[src/rtl/rv_mem_arb_pkg.sv]
// rv_arb_pkg: shared types and limits for the unified-memory arbiter.
//   arb_state_t : sequencer states (IDLE, ISSUE, WAIT, ACK)
//   arb_owner_t : which requester owns the current access
//   MEM_LAT_MIN/MEM_LAT_MAX : legal range of the memory read latency
//   LAT_W : width of the latency down-counter (holds up to MEM_LAT_MAX)
package rv_arb_pkg;

  typedef enum logic [1:0] {
    IDLE  = 2'd0,
    ISSUE = 2'd1,
    WAIT  = 2'd2,
    ACK   = 2'd3
  } arb_state_t;

  typedef enum logic {
    OWN_CORE = 1'b0,
    OWN_DBG  = 1'b1
  } arb_owner_t;

  localparam int MEM_LAT_MIN = 1;
  localparam int MEM_LAT_MAX = 15;
  localparam int LAT_W       = 4;

endpackage

[src/rtl/rv_mem_arb_if.sv]
// rv_mem_arb_if: bundles the two requester ports and the memory port of the
// arbiter.
//   core_* : core control/datapath requester (req/we/addr/wdata in, rdata/ack out)
//   dbg_*  : debug/loader requester (same shape as core)
//   mem_*  : single memory port driven by the arbiter, mem_rdata returned
//   busy   : arbiter is mid-access
// Modports:
//   slave  : the arbiter's view
//   master : the surrounding system's view (requesters plus memory)
interface rv_mem_arb_if #(
  parameter int AW = 32,
  parameter int DW = 32
);

  logic          core_req;
  logic          core_we;
  logic [AW-1:0] core_addr;
  logic [DW-1:0] core_wdata;
  logic [DW-1:0] core_rdata;
  logic          core_ack;

  logic          dbg_req;
  logic          dbg_we;
  logic [AW-1:0] dbg_addr;
  logic [DW-1:0] dbg_wdata;
  logic [DW-1:0] dbg_rdata;
  logic          dbg_ack;

  logic          mem_en;
  logic          mem_we;
  logic [AW-1:0] mem_addr;
  logic [DW-1:0] mem_wdata;
  logic [DW-1:0] mem_rdata;

  logic          busy;

  modport slave (
    input  core_req, core_we, core_addr, core_wdata,
    input  dbg_req, dbg_we, dbg_addr, dbg_wdata,
    input  mem_rdata,
    output core_rdata, core_ack, dbg_rdata, dbg_ack,
    output mem_en, mem_we, mem_addr, mem_wdata, busy
  );

  modport master (
    output core_req, core_we, core_addr, core_wdata,
    output dbg_req, dbg_we, dbg_addr, dbg_wdata,
    output mem_rdata,
    input  core_rdata, core_ack, dbg_rdata, dbg_ack,
    input  mem_en, mem_we, mem_addr, mem_wdata, busy
  );

endinterface

[src/rtl/rv_mem_arb_pick.sv]
// rv_arb_pick: combinational grant selection.
//   core_req, dbg_req : pending request levels
//   starve_cnt        : consecutive core grants taken while debug waited
//   owner             : granted requester (meaningful when valid=1)
//   valid             : at least one request is pending
// Core has priority unless debug has been passed over STARVE_MAX times.
module rv_arb_pick
  import rv_arb_pkg::*;
#(
  parameter int STARVE_MAX = 4,
  parameter int CNT_W      = 3
) (
  input  logic             core_req,
  input  logic             dbg_req,
  input  logic [CNT_W-1:0] starve_cnt,
  output arb_owner_t       owner,
  output logic             valid
);

  localparam logic [CNT_W-1:0] STARVE_LIM = CNT_W'(STARVE_MAX);

  always_comb begin
    valid = core_req | dbg_req;
    owner = OWN_CORE;
    if (dbg_req && (!core_req || (starve_cnt >= STARVE_LIM))) begin
      owner = OWN_DBG;
    end
  end

endmodule

[src/rtl/rv_mem_arb.sv]
// rv_mem_arb: arbiter/sequencer for the unified memory of the multicycle core.
//   clk  : rising-edge clock
//   rst  : asynchronous active-high reset; aborts any access in flight
//   bus  : core and debug requester ports plus the memory port (slave view)
// One access at a time: IDLE picks and latches the request, ISSUE strobes
// mem_en for one cycle, WAIT counts down MEM_LAT cycles and captures read
// data on the last one, ACK pulses the owner's ack for one cycle.
module rv_mem_arb
  import rv_arb_pkg::*;
#(
  parameter int MEM_LAT    = 2,
  parameter int STARVE_MAX = 4,
  parameter int AW         = 32,
  parameter int DW         = 32
) (
  input  logic         clk,
  input  logic         rst,
  rv_mem_arb_if.slave  bus
);

  localparam int                CNT_W      = $clog2(STARVE_MAX + 1);
  localparam logic [CNT_W-1:0]  STARVE_LIM = CNT_W'(STARVE_MAX);
  localparam logic [LAT_W-1:0]  LAT_LOAD   = LAT_W'(MEM_LAT);

  if ((MEM_LAT < MEM_LAT_MIN) || (MEM_LAT > MEM_LAT_MAX)) begin : g_lat_range
    $error("rv_mem_arb: MEM_LAT must be within 1..15");
  end

  arb_state_t       state;
  arb_owner_t       owner;
  logic [CNT_W-1:0] starve_cnt;
  logic [LAT_W-1:0] lat_cnt;
  logic             mem_en_q;
  logic             mem_we_q;
  logic [AW-1:0]    addr_q;
  logic [DW-1:0]    wdata_q;
  logic [DW-1:0]    core_rdata_q;
  logic [DW-1:0]    dbg_rdata_q;
  logic             core_ack_q;
  logic             dbg_ack_q;

  arb_owner_t       pick_owner;
  logic             pick_valid;

  rv_arb_pick #(
    .STARVE_MAX (STARVE_MAX),
    .CNT_W      (CNT_W)
  ) u_pick (
    .core_req   (bus.core_req),
    .dbg_req    (bus.dbg_req),
    .starve_cnt (starve_cnt),
    .owner      (pick_owner),
    .valid      (pick_valid)
  );

  always_ff @(posedge clk or posedge rst) begin
    if (rst) begin
      state        <= IDLE;
      owner        <= OWN_CORE;
      starve_cnt   <= '0;
      lat_cnt      <= '0;
      mem_en_q     <= 1'b0;
      mem_we_q     <= 1'b0;
      addr_q       <= '0;
      wdata_q      <= '0;
      core_rdata_q <= '0;
      dbg_rdata_q  <= '0;
      core_ack_q   <= 1'b0;
      dbg_ack_q    <= 1'b0;
    end else begin
      case (state)
        IDLE: begin
          if (pick_valid) begin
            owner    <= pick_owner;
            mem_en_q <= 1'b1;
            state    <= ISSUE;
            if (pick_owner == OWN_DBG) begin
              mem_we_q   <= bus.dbg_we;
              addr_q     <= bus.dbg_addr;
              wdata_q    <= bus.dbg_wdata;
              starve_cnt <= '0;
            end else begin
              mem_we_q <= bus.core_we;
              addr_q   <= bus.core_addr;
              wdata_q  <= bus.core_wdata;
              // Only core grants that bypass a waiting debug request count.
              if (bus.dbg_req && (starve_cnt < STARVE_LIM)) begin
                starve_cnt <= starve_cnt + 1'b1;
              end
            end
          end
        end
        ISSUE: begin
          mem_en_q <= 1'b0;
          lat_cnt  <= LAT_LOAD;
          state    <= WAIT;
        end
        WAIT: begin
          lat_cnt <= lat_cnt - 1'b1;
          if (lat_cnt == LAT_W'(1)) begin
            if (!mem_we_q) begin
              if (owner == OWN_DBG) dbg_rdata_q  <= bus.mem_rdata;
              else                  core_rdata_q <= bus.mem_rdata;
            end
            core_ack_q <= (owner == OWN_CORE);
            dbg_ack_q  <= (owner == OWN_DBG);
            state      <= ACK;
          end
        end
        ACK: begin
          core_ack_q <= 1'b0;
          dbg_ack_q  <= 1'b0;
          state      <= IDLE;
        end
        default: state <= IDLE;
      endcase
    end
  end

  assign bus.mem_en     = mem_en_q;
  assign bus.mem_we     = mem_we_q;
  assign bus.mem_addr   = addr_q;
  assign bus.mem_wdata  = wdata_q;
  assign bus.core_rdata = core_rdata_q;
  assign bus.dbg_rdata  = dbg_rdata_q;
  assign bus.core_ack   = core_ack_q;
  assign bus.dbg_ack    = dbg_ack_q;
  assign bus.busy       = (state != IDLE);

endmodule

[src/flat_wrapper.sv]
// flat-port wrapper written by rule: the top's interface ports become plain ports
module rv_mem_arb_flat import rv_arb_pkg::*;
#(
  parameter int MEM_LAT    = 2,
  parameter int STARVE_MAX = 4,
  parameter int AW         = 32,
  parameter int DW         = 32
)
  (clk, rst, bus_core_req, bus_core_we, bus_core_addr, bus_core_wdata, bus_dbg_req, bus_dbg_we, bus_dbg_addr, bus_dbg_wdata, bus_mem_rdata, bus_core_rdata, bus_core_ack, bus_dbg_rdata, bus_dbg_ack, bus_mem_en, bus_mem_we, bus_mem_addr, bus_mem_wdata, bus_busy);
  rv_mem_arb_if #(.AW(AW), .DW(DW)) bus_i ();
  input  logic clk;
  input  logic rst;
  input wire logic [$bits(bus_i.core_req)-1:0] bus_core_req;
  input wire logic [$bits(bus_i.core_we)-1:0] bus_core_we;
  input wire logic [$bits(bus_i.core_addr)-1:0] bus_core_addr;
  input wire logic [$bits(bus_i.core_wdata)-1:0] bus_core_wdata;
  input wire logic [$bits(bus_i.dbg_req)-1:0] bus_dbg_req;
  input wire logic [$bits(bus_i.dbg_we)-1:0] bus_dbg_we;
  input wire logic [$bits(bus_i.dbg_addr)-1:0] bus_dbg_addr;
  input wire logic [$bits(bus_i.dbg_wdata)-1:0] bus_dbg_wdata;
  input wire logic [$bits(bus_i.mem_rdata)-1:0] bus_mem_rdata;
  output wire logic [$bits(bus_i.core_rdata)-1:0] bus_core_rdata;
  output wire logic [$bits(bus_i.core_ack)-1:0] bus_core_ack;
  output wire logic [$bits(bus_i.dbg_rdata)-1:0] bus_dbg_rdata;
  output wire logic [$bits(bus_i.dbg_ack)-1:0] bus_dbg_ack;
  output wire logic [$bits(bus_i.mem_en)-1:0] bus_mem_en;
  output wire logic [$bits(bus_i.mem_we)-1:0] bus_mem_we;
  output wire logic [$bits(bus_i.mem_addr)-1:0] bus_mem_addr;
  output wire logic [$bits(bus_i.mem_wdata)-1:0] bus_mem_wdata;
  output wire logic [$bits(bus_i.busy)-1:0] bus_busy;
  assign bus_i.core_req = bus_core_req;
  assign bus_i.core_we = bus_core_we;
  assign bus_i.core_addr = bus_core_addr;
  assign bus_i.core_wdata = bus_core_wdata;
  assign bus_i.dbg_req = bus_dbg_req;
  assign bus_i.dbg_we = bus_dbg_we;
  assign bus_i.dbg_addr = bus_dbg_addr;
  assign bus_i.dbg_wdata = bus_dbg_wdata;
  assign bus_i.mem_rdata = bus_mem_rdata;
  assign bus_core_rdata = bus_i.core_rdata;
  assign bus_core_ack = bus_i.core_ack;
  assign bus_dbg_rdata = bus_i.dbg_rdata;
  assign bus_dbg_ack = bus_i.dbg_ack;
  assign bus_mem_en = bus_i.mem_en;
  assign bus_mem_we = bus_i.mem_we;
  assign bus_mem_addr = bus_i.mem_addr;
  assign bus_mem_wdata = bus_i.mem_wdata;
  assign bus_busy = bus_i.busy;
  rv_mem_arb #(.MEM_LAT(MEM_LAT), .STARVE_MAX(STARVE_MAX), .AW(AW), .DW(DW)) u_core (.clk(clk), .rst(rst), .bus(bus_i));
endmodule
[config.mk]
export PLATFORM = sky130hd
export DESIGN_NAME = rv_mem_arb_flat
export DESIGN_NICKNAME = d
export VERILOG_FILES = /design/src/rtl/rv_mem_arb_pkg.sv /design/src/rtl/rv_mem_arb_if.sv /design/src/rtl/rv_mem_arb_pick.sv /design/src/rtl/rv_mem_arb.sv /design/src/flat_wrapper.sv
export SDC_FILE = /design/constraint.sdc
export NUM_CORES = 1
export LEC_CHECK = 0
export ABC_AREA = 0
export CORE_AREA = 8 8 160 162
export DETAILED_ROUTE_END_ITERATION = 10
export DIE_AREA = 0 0 168 170
export GPL_TIMING_DRIVEN = 0
export PLACE_DENSITY = 0.6
export SLEW_MARGIN = 40
export SYNTH_ARGS = -nofsm -noshare
export SYNTH_HDL_FRONTEND = slang
export SYNTH_SLANG_ARGS = --single-unit
[constraint.sdc]
create_clock -name clk -period 4.7 [get_ports clk]
set_input_delay 0.94 -clock clk [delete_from_list [all_inputs] [get_ports clk]]
set_output_delay 0.94 -clock clk [all_outputs]
set_load 0.01 [all_outputs]
==> results.sh <==
export IMPL_slew_violations=0
export IMPL_synth_adder_area_share_pct=1.37
export IMPL_wl_per_cell_um=20.4
export IMPL_period_minus_slack_ns=2.83
export IMPL_timing_setup_tns_ns=0
export IMPL_ir_drop_mv=0.198
export IMPL_synthMuxAreaShare_pct=13.7
export IMPL_worstSetupPathType="reg -> out"
export IMPL_syn_to_final_growth_pct=64.3
export IMPL_maxSlewHeadroom_pct=59.0
export IMPL_synth_compound_area_share_pct=13.2
export IMPL_numCtsBuffers=17
export IMPL_hold_viol_final=0
export IMPL_drive_gt1_share_pct=15.3
export IMPL_grt_pass1_wl_um=37700
export IMPL_synth_warnings=0
export IMPL_cts_tree="done"
export IMPL_grt_usage_pct=17.1
export IMPL_clk_path_buf_depth=2
export IMPL_status="completed"
export IMPL_num_antenna_cells=0
export IMPL_ys_types=36
export IMPL_num_rows=56
export IMPL_gr_total_overflow=0
export IMPL_drt_pass1_iterations=6
export IMPL_num_vias=5840
export IMPL_place_congestion=0.841
export IMPL_rrSetupSlack_ns=2.75
export IMPL_worst_pin_slew_ns=0.615
export IMPL_wl_um=24500
export IMPL_hp_class="reg -> reg"
export IMPL_rsz0062_at_grt="no"
export IMPL_netlist_area_um2=6380
export IMPL_die_width_um=168
export IMPL_cts_clk_slew_worst_paths_ns=0.06
export IMPL_antenna_found_initial=0
export IMPL_finalSetupViolations=0
export IMPL_yosys_area_share_simple_pct=11.1
export IMPL_cts_setup_buffers=0
export IMPL_fin_nets=1071
export IMPL_p_leak_uw=0.00430
export IMPL_coreArea_um2=23100
export IMPL_end_kind="output port"
export IMPL_synth_xor_area_share_pct=0
export IMPL_h_tree_depth=4
export IMPL_synth_area_per_cell_um2=11.1
export IMPL_finalPower_uw=6270
export IMPL_first_iter_violations=385
export IMPL_fp_dieArea_um2=28600
export IMPL_clock_fmax_mhz=353
export IMPL_drtAntennaViolNets=0
export IMPL_fin_crit_sh_pct=60.3
export IMPL_fin_cells=1201
export IMPL_clock_latency_ns=0.42
export IMPL_remaining_drc_errors=0
export IMPL_place_inst=1169
export IMPL_seq_area_frac_synth_pct=55.7
export IMPL_switching_power_uw=2140
export IMPL_seqPwrFrac_pct=33.7
export IMPL_p_sw_share_pct=34.2
export IMPL_p_int_uw=4130
export IMPL_initial_utilization_pct=27.7
export IMPL_grt_pass1_vias=6285
export IMPL_synthCells=575
export IMPL_post_drt_via_cell_ratio=4.86
export IMPL_crit_arrival_ns=1.89
export IMPL_grt_start_max_net_pins=23
export IMPL_max_cap_violations=0
export IMPL_finClkSkew_ns=0.00869
export IMPL_post_cts_resized=0
export IMPL_crit_fanout=6
export IMPL_p_per_area_nw_per_um2=598
export IMPL_cp_start_kind="flip-flop"
export IMPL_num_io_pins=299
export IMPL_syn_nets=748
export IMPL_synth_top_family_by_area="multiplexers"
export IMPL_cts_hold_fix_buffers=0
export IMPL_io_buffers=297
export IMPL_cp_required_ns=3.76
export IMPL_detailed_place_hpwl_um=19400
export IMPL_dieHeight_um=170
export IMPL_cts_root_buf="clkbuf_16"
export IMPL_p_comb_share_pct=45.0
export IMPL_synth_seq_cells=142
export IMPL_clockPowerShare_pct=21.3
export IMPL_numClockSinks=142
==> kinds of logic (layout without fill, tap and decap cells) <==
| kind of cell | after synthesis | in the layout |
|---|---|---|
| simple gates | 152 | 152 |
| compound gates | 145 | 145 |
| mux | 68 | 68 |
| fa+ha+maj | 7 | 7 |
| flops | 142 | 142 |
| buf+inv | 61 | 397 |
==> path summary, 6_finish.rpt <==
path / from / to / cells past startpoint
max: u_core.state[0] / bus_busy / 4
min reg2reg: u_core.bus.dbg_rdata[5] / u_core.bus.dbg_rdata[5] / 1
min: u_core.bus.dbg_rdata[5] / u_core.bus.dbg_rdata[5] / 1
min in group asynchronous: rst / u_core.state[0] / 2
max reg2reg: u_core.state[0] / u_core.bus.mem_wdata[26] / 7
max in group asynchronous: rst / u_core.bus.mem_addr[16] / 6
==> worst max-delay path, cell delays in order (launching register included) <==
cell             delay (ns)
dfrtp_1                0.39
inv_1                  0.08
ha_1                   0.28
inv_1                  0.15
clkdlybuf4s50_1        0.58
==> registers in the layout, summed over array words and instances, names as in the netlist, 2 cells and up <==
signal,count
u_core.bus.core_rdata,32
u_core.bus.dbg_rdata,32
u_core.bus.mem_addr,32
u_core.bus.mem_wdata,32
u_core.lat_cnt,4
u_core.starve_cnt,3
u_core.state,2
==> stage by stage <==
stage / cell area [µm²] / hold slack [ns] / setup WS (ns) / util (%)
after detailed placement: 9900 / 0.481 / 1.97 / 42.9
after global placement: 9720 / 0.478 / 0.506 / 42.2
final: 10500 / 0.490 / 1.87 / 45.5
after floorplan: 6380 / 0.477 / 1.98 / -
after global routing: 10500 / 0.515 / 1.75 / 45.5
after CTS: 10500 / 0.495 / 1.81 / 45.5
==> layout make-up <==
class / instances / area, µm²
Buffer: 51 / 275
Clock buffer: 19 / 453
Clock inverter: 13 / 130
Fill cell: 2164 / 12600
Inverter: 10 / 41.3
Multi-Input combinational cell: 372 / 2510
Sequential cell: 142 / 3550
Tap cell: 290 / 363
Timing Repair Buffer: 304 / 3150
==> metal layers <==
layer	vias up	global-route usage (%)	wire length [µm]
met4	0	4.27	356
met3	20	8.23	2900
met5	-	0	0
met1	2807	21.0	10400
met2	298	26.6	10900
li1	2715	-	-
==> power by group through the flow <==
stage	clock network (µW)	logic [µW]	registers, µW
after global placement	0	2830	2110
final	1340	2820	2110
after CTS	1380	2860	2120
after detailed placement	0	2860	2130
after global routing	1440	3060	2190
after floorplan	0	1010	2330
==> synth_stat cells <==
| cell | n | area, µm² |
|---|---|---|
| o32ai_1 | 1 | 8.76 |
| o211ai_1 | 1 | 7.51 |
| or3_1 | 2 | 12.5 |
| a32o_1 | 1 | 10.0 |
| and2b_2 | 1 | 8.76 |
| nand2b_1 | 1 | 6.26 |
| ha_1 | 7 | 87.6 |
| nand2_1 | 4 | 15.0 |
| o311ai_0 | 2 | 17.5 |
| buf_2 | 18 | 90.1 |
| nor2_1 | 70 | 263 |
| buf_4 | 2 | 15.0 |
| nor4b_2 | 1 | 15.0 |
| nand2_2 | 2 | 12.5 |
| buf_6 | 7 | 78.8 |
| mux2_1 | 2 | 22.5 |
| and2b_1 | 1 | 7.51 |
| a31oi_1 | 66 | 413 |
| o21ai_0 | 62 | 310 |
| inv_1 | 9 | 33.8 |
| and4bb_2 | 1 | 12.5 |
| nand3_1 | 67 | 335 |
| or2b_1 | 1 | 7.51 |
| o21ai_1 | 7 | 35.0 |
| o22a_1 | 1 | 8.76 |
| clkbuf_1 | 22 | 82.6 |
| o21a_1 | 1 | 7.51 |
| mux2_4 | 30 | 450 |
| or3b_4 | 1 | 11.3 |
| mux2i_1 | 2 | 20.0 |
| dfrtp_1 | 142 | 3550 |
| a22o_1 | 2 | 17.5 |
| mux2_2 | 34 | 383 |
| buf_1 | 2 | 7.51 |
| inv_2 | 1 | 3.75 |
| a22oi_1 | 1 | 7.51 |
==> cells in the final DEF (no fill, tap or decap), drive strengths merged, types with 2 or more instances in the layout <==
master,synthesis,routed
clkdlybuf4s50,0,297
dfrtp,142,142
nor2,70,70
o21ai,69,69
nand3,67,67
a31oi,66,66
mux2,66,66
clkbuf,22,41
buf,29,36
inv,10,14
ha,7,7
nand2,6,6
clkinv,0,5
clkinvlp,0,3
a22o,2,2
mux2i,2,2
or3,2,2
o311ai,2,2
and2b,2,2
No activity file was read; power rests on OpenSTA's default activity.
